### src/rtl/qdr_init_seq.sv
// qdr_init_seq: power-up and recovery sequencer for the QDRII MIG example design.
// Qualifies the clock-generator lock, holds the MIG in reset until the clocks are
// stable, waits for calibration with a timeout and a bounded retry count, then
// enables the traffic generator and counts its compare errors.
//
// Ports:
//   sys_clk        sole clock, rising edge
//   sys_rst_n      asynchronous active-low reset
//   locked         raw MMCM lock (asynchronous, synchronized internally)
//   cal_done       MIG calibration complete (asynchronous, synchronized internally)
//   compare_error  traffic-generator mismatch flag, one per cycle
//   err_clr        synchronous pulse clearing err_cnt and err_sticky
//   mig_rst        active-high reset to the MIG
//   tg_enable      traffic-generator enable (RUN only)
//   init_done      high only in RUN
//   init_fail      high only in FAIL
//   retry_cnt      calibration retries consumed
//   err_cnt        saturating compare-error count
//   err_sticky     set by any counted error
//   state          IDLE=0 LOCK_WAIT=1 MIG_RST=2 CAL_WAIT=3 RUN=4 FAIL=5
module qdr_init_seq #(
   parameter int LOCK_STABLE_CYCLES = 1024,
   parameter int MIG_RST_CYCLES     = 64,
   parameter int CAL_TIMEOUT        = 1048576,
   parameter int MAX_RETRY          = 3,
   parameter int ERR_CNT_W          = 16
) (
   input  logic                 sys_clk,
   input  logic                 sys_rst_n,
   input  logic                 locked,
   input  logic                 cal_done,
   input  logic                 compare_error,
   input  logic                 err_clr,
   output logic                 mig_rst,
   output logic                 tg_enable,
   output logic                 init_done,
   output logic                 init_fail,
   output logic [1:0]           retry_cnt,
   output logic [ERR_CNT_W-1:0] err_cnt,
   output logic                 err_sticky,
   output logic [2:0]           state
);

   localparam int MAX_AB = (LOCK_STABLE_CYCLES > MIG_RST_CYCLES) ? LOCK_STABLE_CYCLES : MIG_RST_CYCLES;
   localparam int MAX_P  = (MAX_AB > CAL_TIMEOUT) ? MAX_AB : CAL_TIMEOUT;
   localparam int TW     = $clog2(MAX_P);

   localparam logic [TW-1:0] LOCK_LAST = TW'(LOCK_STABLE_CYCLES - 1);
   localparam logic [TW-1:0] RST_LAST  = TW'(MIG_RST_CYCLES - 1);
   localparam logic [TW-1:0] CAL_LAST  = TW'(CAL_TIMEOUT - 1);

   typedef enum logic [2:0] {
      S_IDLE      = 3'd0,
      S_LOCK_WAIT = 3'd1,
      S_MIG_RST   = 3'd2,
      S_CAL_WAIT  = 3'd3,
      S_RUN       = 3'd4,
      S_FAIL      = 3'd5
   } state_t;

   state_t        st;
   logic [TW-1:0] timer;
   logic          lk_ff1, lk_s;
   logic          cd_ff1, cd_s;
   logic          cal_lost;
   logic          retry_ok;
   logic          counted;

   assign state = st;

   // 2-FF synchronizers; every decision below uses only lk_s / cd_s.
   always_ff @(posedge sys_clk or negedge sys_rst_n) begin
      if (!sys_rst_n) begin
         lk_ff1 <= 1'b0;
         lk_s   <= 1'b0;
         cd_ff1 <= 1'b0;
         cd_s   <= 1'b0;
      end else begin
         lk_ff1 <= locked;
         lk_s   <= lk_ff1;
         cd_ff1 <= cal_done;
         cd_s   <= cd_ff1;
      end
   end

   // Calibration timeout and calibration loss in RUN share one retry/FAIL rule.
   // cal_done arriving on the expiry cycle wins, hence the !cd_s term.
   assign cal_lost = ((st == S_CAL_WAIT) && !cd_s && (timer == CAL_LAST)) ||
                     ((st == S_RUN) && !cd_s);
   assign retry_ok = int'(retry_cnt) < MAX_RETRY;

   always_ff @(posedge sys_clk or negedge sys_rst_n) begin
      if (!sys_rst_n) begin
         st        <= S_IDLE;
         timer     <= '0;
         retry_cnt <= '0;
         mig_rst   <= 1'b1;
         tg_enable <= 1'b0;
         init_done <= 1'b0;
         init_fail <= 1'b0;
      end else if ((st != S_IDLE) && !lk_s) begin
         // Lock loss overrides everything else.
         st        <= S_IDLE;
         timer     <= '0;
         retry_cnt <= '0;
         mig_rst   <= 1'b1;
         tg_enable <= 1'b0;
         init_done <= 1'b0;
         init_fail <= 1'b0;
      end else if (cal_lost) begin
         timer     <= '0;
         mig_rst   <= 1'b1;
         tg_enable <= 1'b0;
         init_done <= 1'b0;
         if (retry_ok) begin
            retry_cnt <= retry_cnt + 2'd1;
            st        <= S_MIG_RST;
         end else begin
            st        <= S_FAIL;
            init_fail <= 1'b1;
         end
      end else begin
         case (st)
            S_IDLE: begin
               if (lk_s) begin
                  st    <= S_LOCK_WAIT;
                  timer <= '0;
               end
            end
            S_LOCK_WAIT: begin
               if (timer == LOCK_LAST) begin
                  st    <= S_MIG_RST;
                  timer <= '0;
               end else begin
                  timer <= timer + 1'b1;
               end
            end
            S_MIG_RST: begin
               if (timer == RST_LAST) begin
                  st      <= S_CAL_WAIT;
                  timer   <= '0;
                  mig_rst <= 1'b0;
               end else begin
                  timer <= timer + 1'b1;
               end
            end
            S_CAL_WAIT: begin
               if (cd_s) begin
                  st        <= S_RUN;
                  timer     <= '0;
                  tg_enable <= 1'b1;
                  init_done <= 1'b1;
               end else begin
                  timer <= timer + 1'b1;
               end
            end
            S_RUN:   ;
            S_FAIL:  ;
            default: begin
               st        <= S_IDLE;
               timer     <= '0;
               mig_rst   <= 1'b1;
               tg_enable <= 1'b0;
               init_done <= 1'b0;
               init_fail <= 1'b0;
            end
         endcase
      end
   end

   // Error counting is gated by the registered state, so only RUN counts.
   assign counted = compare_error && (st == S_RUN);

   always_ff @(posedge sys_clk or negedge sys_rst_n) begin
      if (!sys_rst_n) begin
         err_cnt    <= '0;
         err_sticky <= 1'b0;
      end else if (counted) begin
         err_sticky <= 1'b1;
         if (err_clr) begin
            err_cnt <= ERR_CNT_W'(1);
         end else if (err_cnt != '1) begin
            err_cnt <= err_cnt + 1'b1;
         end
      end else if (err_clr) begin
         err_cnt    <= '0;
         err_sticky <= 1'b0;
      end
   end

endmodule
### config.mk
export PLATFORM = sky130hd
export DESIGN_NAME = qdr_init_seq
export DESIGN_NICKNAME = d
export VERILOG_FILES = /design/src/rtl/qdr_init_seq.sv
export SDC_FILE = /design/constraint.sdc
export NUM_CORES = 1
export LEC_CHECK = 0
export CORE_AREA = 2 2 74 90
export CTS_CLUSTER_DIAMETER = 30
export DETAILED_ROUTE_END_ITERATION = 8
export DIE_AREA = 0 0 76 92
export PLACE_DENSITY = 0.67
export SYNTH_ARGS = -nofsm -noshare
export SYNTH_HDL_FRONTEND = slang
export SYNTH_SLANG_ARGS = --single-unit
### constraint.sdc
create_clock -name sys_clk -period 2 [get_ports sys_clk]
set_input_delay 0.5 -clock sys_clk [delete_from_list [all_inputs] [get_ports sys_clk]]
set_output_delay 0.5 -clock sys_clk [all_outputs]
set_load 0.02 [all_outputs]
Word level (Yosys, flattened, before mapping)
Cells that the tools add are included.
{"block": "totals", "regBits": 49, "wordCells": 95}
{"block": "op_classes", "addsub": 3, "magnitude_cmp": 1, "eq_ne": 18, "mux": 36, "reduce_logical": 25}
{"operator": "$mux 20", "count": 6}
{"operator": "$pmux 20 s5", "count": 1}
{"operator": "$mux 16", "count": 4}
{"operator": "$mux 3", "count": 7}
{"operator": "$add 20x1->20 const B", "count": 1}
{"operator": "$eq 20x10->1 const B", "count": 1}
{"operator": "$eq 20x20->1 const B", "count": 1}
{"operator": "$eq 20x6->1 const B", "count": 1}
{"operator": "$add 16x1->16 const B", "count": 1}
{"operator": "$ne 16x16->1 const B", "count": 1}
{"operator": "$pmux 3 s5", "count": 1}
{"operator": "$mux 1", "count": 12}
{"operator": "$ne 3x1->1 const B", "count": 4}
{"operator": "$ne 4x4->1 const B", "count": 3}
{"operator": "$reduce_and 2->1", "count": 6}
{"operator": "$reduce_or 5->1", "count": 2}
{"operator": "$reduce_bool 2->1", "count": 4}
{"operator": "$eq 3x2->1 const B", "count": 2}
{"operator": "$eq 3x3->1 const B", "count": 2}
{"operator": "$mux 2", "count": 3}
{"operator": "$reduce_or 6->1", "count": 1}
{"operator": "$logic_and 1x1->1", "count": 5}
{"operator": "$reduce_and 5->1", "count": 1}
{"operator": "$ne 4x3->1 const B", "count": 1}
{"operator": "other kinds (10)", "count": 12}

Logic depth before layout (Yosys ltp)
{"block": "depth", "depth_word": 6, "depth_mapped": 8, "mapped_depth_nobuf": 6}

Worst setup path after synthesis
No wires, ideal clock.
{"block": "synth_path", "path_kind": "register -> register", "start": "reg st[0], in the netlist state[0]", "end": "reg timer[18]", "setup_time_ns": 0.126, "t_arrival_ns": 1.972, "setup_slack_ns": -0.098, "stages_incl_launch_ff": 7, "path_buffers": 1, "period_less_slack_ns": 2.098, "cell_sequence": "dfrtp_1 -> buf_2 -> nor4bb_1 -> nand3_1 -> o31ai_1 -> a21oi_1 -> a221o_1"}
{"block": "synth_via", "elab_chain_cells": 6, "elab_cells_between_ends": 19, "classes_between": "7 x eq/ne; 3 x mux; 9 x reduce/logical"}
{"item": "start, declared", "line_no": "61", "rtl": "state_t st;"}
{"item": "start signal, assigned", "line_no": "94", "rtl": "st <= S_IDLE;"}
{"item": "start signal, assigned", "line_no": "103", "rtl": "st <= S_IDLE;"}
{"item": "start signal, assigned", "line_no": "117", "rtl": "st <= S_MIG_RST;"}
{"item": "branches (longest 6 deep; another with $pmux 20 s5)"}
{"item": "end signal, assigned", "line_no": "135", "rtl": "timer <= timer + 1'b1;"}
{"item": "end signal, assigned", "line_no": "144", "rtl": "timer <= timer + 1'b1;"}
{"item": "end signal, assigned", "line_no": "154", "rtl": "timer <= timer + 1'b1;"}
{"item": "end, declared", "line_no": "62", "rtl": "logic [TW-1:0] timer;"}
Several ways; the timed one is not identified.
A chain may end at the register's enable or synchronous reset.

Final worst setup path
{"block": "layout_path", "start": "reg st[0], in the netlist state[0]", "end": "reg timer[5]"}
Same word-level chain as after synthesis.

==> results.txt <==
- The run finished with clean final reports.
- Total negative slack for setup checks: 0 ns
- Layout area overhead: 37.9%
- Of the total synthesized cell area, the portion taken by AND, OR, NAND and NOR gates is 26.0%.
- For this run, the slowest stage of the critical path takes 0.45 ns.
- TritonCTS built the clock tree.
- Prior to clock tree synthesis, the placed netlist has a worst setup slack of -0.154 ns.
- Highest clock frequency the design can meet: 0.503 GHz
* Maximum number of pins on one net before global-route repair: 34
* Synthesized Nets: 292
- The die is 76 µm wide.
- Largest family of logic cells by synthesized area: simple AND/OR/NAND/NOR gates
- For this block, the initial DRC count from the detailed router was 95.
- CTS saw 49 sinks.
* Kind of launch point of the worst setup path: register
- Initial Util: 43.1%
* Total wire length: 6510 µm
- Summing over every cut layer, the via total after detailed routing is 2394.
* Vert. Die Dim: 92 µm
- The critical path in this run is classified as reg2reg.
- Multi-input gate area in the final layout: 0.00148 mm²
- Clock-pin slew reported for the worst setup and hold paths after clock tree synthesis: 0.10 ns
- Synthesized-area fraction occupied by xor and xnor cells: 8.18%
- Peak supply drop: 0.000432 V
- After synthesis, the share of cell area in mux cells is 1.17%.
* Total placed cells including tap cells: 429
- Cell internal power was estimated by the tool at 0.00200 W.
- STA puts the critical path data arrival time at 2.19 ns.
* Cell count of the worst reg-to-reg path: 7
* Most used cells in the layout excluding fill and tap cells: sky130_fd_sc_hd__dfrtp_1 (46), sky130_fd_sc_hd__buf_4 (43), sky130_fd_sc_hd__nor2_1 (26)
* Initial antenna violation count: 0
* Biggest fanout along the worst timing path: 8
* Fraction of layout instances using a drive strength above 1: 24.3%
- Area of the mapped netlist: 0.00268 mm²
* Diodes inserted: 0
- The floorplan step defined a die boundary enclosing 0.00699 mm².
- Min setup slack post-route: 0.0107 ns
- In the final routed layout, each cell accounts on average for 14.8 µm.
- Final number of hold-violating endpoints: 0
- Root buffer selected by CTS: sky130_fd_sc_hd__clkbuf_8
- Headroom to the max-slew limit came out at 70.2%.
- Final setup violation count: 0
- Across the routed clock network, the largest skew measured is 0.00928 ns.
- Sequential cells were found to cover 45.9% of the synthesized design area.
* Fin Hold WS: 0.0988 ns
* Minimum clock period after layout: 1.99 ns
- Part of the power in the clock network: 29.4%
* Cells after Synth: 283
- The worst setup path is captured at a register.
- Row generation in the floorplan step produced 32 rows.
- Worst Max-Slew Pin Slew: 0.444 ns
- The share of total power dissipated in sequential elements is 36.9%.
- Yosys mapped a number of flops with a built-in enable equal to 0.
- Number of global-route vias before repair: 2329
- TritonCTS created 5 clock buffers.
- Synth Warn #: 0
- HP Class: in2async
* Net switching share of the total power: 31.9%
- After detailed routing, the number of remaining DRC violations is 0.
- In this run, the combinational gates consume 33.7% of the power.
- Crit share post-route: 99.5%
- Latest clock arrival within the worst-skew pair: 0.31 ns
- The region available for standard cell placement spans 0.00621 mm².
- Max Cap Violations: 0
- The filler cells instantiated in the layout total 550.
- Leading cell type in the layout, fill and taps excluded: sky130_fd_sc_hd__dfrtp_1
* Initial DRT Pass Iterations: 5
- Traced cell by cell, the critical path runs through buf_6, nor4bb_4, buf_4, o41ai_4, a41o_4, clkbuf_16, nor2_2.
* Post-DP HPWL: 4580 µm
* Async set-or-reset flop fraction in the synthesized netlist: 100%
- For this design, the CTS-stage hold fixing added 0 buffers.
- Total of buffers placed on input and output ports: 31
- The final layout contains 362 nets.
- #FFs+latches synth: 49
- Pin placement for this block handled 32 I/O pins.
* Area share of fa/ha/maj cells after synthesis: 1.40%
* Final number of max-transition violations: 0
- In this run the deepest clock path goes through 2 buffers.
- Number of distinct library cell variants in the gate-level netlist after synthesis: 50
* First-pass GRT wire length: 10800 µm
- Global routing finished with a remaining overflow of 0.
- In the final layout, flip-flops and latches occupy 0.00123 mm².
* Average vias per placed instance: 5.45
* Top_reg_cell synth: sky130_fd_sc_hd__dfrtp_1
- Among all stages on the critical path, the largest delay is contributed by sky130_fd_sc_hd__o41ai_4.
* GP Congestion: 0.836
- CTS built an H-tree with a depth of 2.
- Static leakage: 1.47 nW
- In the global route stage, overall resource usage came out at 19.0%.
* Reg-to-reg setup timing slack: 0.01 ns
- Summing the areas of all compound-gate instances in the mapped netlist gives 13.3% of the synthesized area.
* Pwr per Cell Area: 797 mW/mm²
- At the worst endpoint, the required time is 2.20 ns.
- A synthesized cell averages 9.46 µm².
* Antenna Violating Nets Remaining: 0
* Switching power of the nets: 0.000937 W
- Once layout is complete, the cells apart from fillers number 439.
- Unrepaired setup endpoints after global routing: yes
routing by layer:
metal  routed length [µm]  global-route usage [%]  part of all wire, %  up-vias
met2                 3350                    34.4                   51       45
met1                 2860                    23.0                   44     1162
met3                  241                    3.64                  3.7        6
met5                    0                       0                    0        -
met4                   60                    5.45                 0.92        0
li1                     -                       -                    -     1181
worst max-delay path: cells and delay by family, from the launching register on:
kind,cells,cell delay [ns]
compound gates,2,0.79
buf+inv,3,0.45
flops,1,0.43
simple gates,2,0.19
layout make-up:
cell class | count | share of cell area [%]
repair buffers | 78 | 19.0
inverters | 9 | 0.915
well taps | 85 | 2.88
clock inverters | 3 | 1.86
flip-flops and latches | 49 | 33.3
clock buffers | 5 | 1.86
multi-input cells | 210 | 40.1
logic make-up after synthesis:
| group | count (synthesis) |
|---|---|
| AO/OA/AOI/OAI | 50 |
| XOR/XNOR | 25 |
| adder cells (fa/ha/maj) | 3 |
| buffers and inverters | 24 |
| flip-flops | 49 |
| multiplexers | 3 |
| AND/OR/NAND/NOR | 129 |
Yosys cell counts, types with 3 or more instances:
master / count / area [µm²]
sky130_fd_sc_hd__or3_1: 6 / 37.5
sky130_fd_sc_hd__a211oi_1: 7 / 52.6
sky130_fd_sc_hd__nand3_1: 18 / 90.1
sky130_fd_sc_hd__nand3b_1: 3 / 22.5
sky130_fd_sc_hd__nor3_1: 7 / 35.0
sky130_fd_sc_hd__buf_2: 3 / 15.0
sky130_fd_sc_hd__nand2b_1: 5 / 31.3
sky130_fd_sc_hd__o31ai_1: 6 / 45.0
sky130_fd_sc_hd__xnor2_1: 23 / 201
sky130_fd_sc_hd__nand4_1: 7 / 43.8
sky130_fd_sc_hd__nor4_1: 13 / 81.3
sky130_fd_sc_hd__dfrtp_1: 48 / 1200
sky130_fd_sc_hd__clkbuf_1: 8 / 30.0
sky130_fd_sc_hd__ha_1: 3 / 37.5
sky130_fd_sc_hd__nand2_1: 13 / 48.8
sky130_fd_sc_hd__a2111oi_0: 4 / 35.0
sky130_fd_sc_hd__a21oi_1: 11 / 55.1
sky130_fd_sc_hd__inv_1: 9 / 33.8
sky130_fd_sc_hd__o21ai_0: 9 / 45.0
sky130_fd_sc_hd__and3_1: 6 / 37.5
sky130_fd_sc_hd__nor2_1: 34 / 128
worst paths after layout:
check / to / startpoint
setup / recovery: timer[5]$_DFFE_PN0P_ / state[0]$_DFFE_PN0P_
hold / removal: timer[13]$_DFFE_PN0P_ / sys_rst_n
setup reg to reg: timer[5]$_DFFE_PN0P_ / state[0]$_DFFE_PN0P_
hold reg to reg: cd_s$_DFF_PN0_ / cd_ff1$_DFF_PN0_
max in group asynchronous: mig_rst$_DFFE_PN1P_ / sys_rst_n
min in group sys_clk: cd_s$_DFF_PN0_ / cd_ff1$_DFF_PN0_
sequential cells by signal, summed over array words and instances, names as in the netlist, 2 cells and up:
name,count
retry_cnt,2
state,3
err_cnt,16
timer,20
repair_timing:
action | in CTS | in global routing
gates resized for setup | 8 | 26
pin swaps | 3 | 9
setup endpoints to repair | 26 | 26
setup buffers | 0 | 1
cloned | 0 | 1
metrics by stage:
step,util [%],total power [W],cell area (µm²)
2_1_floorplan,-,0.00161,2710
3_3_place_gp,55.0,0.00193,3410
3_5_place_dp,55.0,0.00194,3410
4_1_cts,57.3,0.00280,3550
5_1_grt,59.5,0.00309,3690
6_report,59.5,0.00294,3690
power by group through the flow:
stage                     combinational, W  clock, W  sequential, W
after floorplan                   0.000460         0        0.00115
after global placement            0.000827         0        0.00110
after detailed placement          0.000833         0        0.00110
after CTS                         0.000825  0.000887        0.00108
after global routing               0.00107  0.000930        0.00109
final                             0.000991  0.000864        0.00109
Power figures use the tool's default switching activity.
==> variant (config.mk and constraints unchanged) <==
The parameter `LOCK_STABLE_CYCLES` goes from 1024 to 2048.
--- a/src/rtl/qdr_init_seq.sv
+++ b/src/rtl/qdr_init_seq.sv
@@ -21,3 +21,3 @@
 module qdr_init_seq #(
-   parameter int LOCK_STABLE_CYCLES = 1024,
+   parameter int LOCK_STABLE_CYCLES = 2048,
    parameter int MIG_RST_CYCLES     = 64,
Behaviour: no difference found for any inputs over 10 cycles, from zero or initial values and one cycle with sys_rst_n low; that may be too few to reach the edited logic, so the function may still have changed.
==> variant against the original RTL <==
The run now ends with negative setup slack left. Wire length rose by 4.2%. Worst setup slack got worse by 0.14 ns. Sequential cell count stayed put. Largest power group is now combinational cells. Clock skew decreased by 0.00071 ns. Critical endpoint is now timer[14]$_DFFE_PN0P_. Synthesized area fell by 2.8%. Synthesized cell count is 1.4% lower. Die area unchanged. Via count grew 2.8%. Power grew 26%. Design area up 3.9%.
==> variant: results (changes against the original RTL) <==
stage	metric	value	unit	change
outcome	status	finished, violations left		was completed
outcome	failed_checks	negative setup slack		
grt	use_met2	36.9	%	was 34.4%
pwr	power.switching	1310	uW	was 937 uW
synthesis	synth.avg_cell_area	9.33	um^2	was 9.46 um^2
final_layout	nets	392		was 362
cts	cts-resized-gates	17		was 8
detailed_routing	routedWlPerCell	14.4	um	was 14.8 um
sta	skew	0.00857	ns	was 0.00928 ns
synthesis	syn-num-nets	288		was 292
setup_path	worstPathArrival	2.32	ns	was 2.19 ns
pwr	comb_power_share	50.4	%	was 33.7%
placement	dp_hpwl	4710	um	was 4580 um
sta	setup_violations	14		was 0
synthesis	synthDistinctLibCells	54		was 50
placement	gp_congestion	0.867		was 0.836
placement	pre_cts_ws	-0.259	ns	was -0.154 ns
setup_path	startpoint	timer[8]$_DFFE_PN0P_		was state[0]$_DFFE_PN0P_
synthesis	synth_common_cells	dfrtp_1, nor2_1, nand2_1, nand3_1, o21ai_0		was dfrtp_1, nor2_1, xnor2_1, nand3_1
sta	layout_setup_ws	-0.128	ns	was 0.0107 ns
grt	grt_pass1_vias	2505		was 2,329
grt	met3_usage	2.85	%	was 3.64%
detailed_routing	wirelength	6780	um	was 6510 um
grt	grt_max_degree	21		was 34
grt	use_met1	24.0	%	was 23.0%
final_layout	drive_gt1_share	32.6	%	was 24.3%
pwr	p_leak	0.00169	uW	was 0.00147 uW
sta	max_slew_margin	68.4	%	was 70.2%
detailed_routing	drt-pass1-iter-count	4		was 5
placement	placed_area	3460	um^2	was 3410 um^2
## variant: cell count changes in the layout (fill, tap and decap cells not counted), sizes merged, moves of 4 or more
cell / before / now
nand2: 14 / 20
o21ai: 9 / 16
xnor2: 23 / 8
a2111oi: 4 / 0
xor2: 2 / 10
o31ai: 6 / 2
nand4: 7 / 3
nor4: 13 / 5
a211oi: 7 / 0
buf: 47 / 80
nor2: 34 / 41
dlygate4sd2: 4 / 0
## variant: cell type report
cell class,instances,area [um^2],area share (%)
Clock inverter,2,35.0,0.914
Multi-Input combinational cell,204,1400,36.4
Timing Repair Buffer,110,941,24.5
Sequential cell,49,1230,32.2
Clock buffer,6,72.6,1.89
Inverter,13,48.8,1.27
Tap cell,85,106,2.77
## variant: metal layers
layer / wire (um) / vias up
met4: 100 / 0
met5: 0 / -
met1: 2990 / 1203
met2: 3450 / 48
li1: - / 1201
met3: 242 / 10
## variant: path summary, 6_finish.rpt
check                                          endpoint  slack [ns]  cells after the start
worst min register to register           cd_s$_DFF_PN0_        0.36                      0
max in group asynchronous          timer[4]$_DFFE_PN0P_        1.39                      2
min in group sys_clk                     cd_s$_DFF_PN0_        0.36                      0
worst max register to register    timer[14]$_DFFE_PN0P_       -0.13                      6
worst min-delay path            err_cnt[13]$_DFFE_PN0P_        0.11                      1
worst max-delay path              timer[14]$_DFFE_PN0P_       -0.13                      6
## variant: kinds of logic after synthesis
family | count (synthesis) | synth area share, %
AND/OR/NAND/NOR | 125 | 24.4
multiplexers | 2 | 0.769
buffers and inverters | 26 | 4.71
AO/OA/AOI/OAI | 56 | 15.4
adder cells (fa/ha/maj) | 3 | 1.44
XOR/XNOR | 18 | 6.06
flip-flops | 49 | 47.2
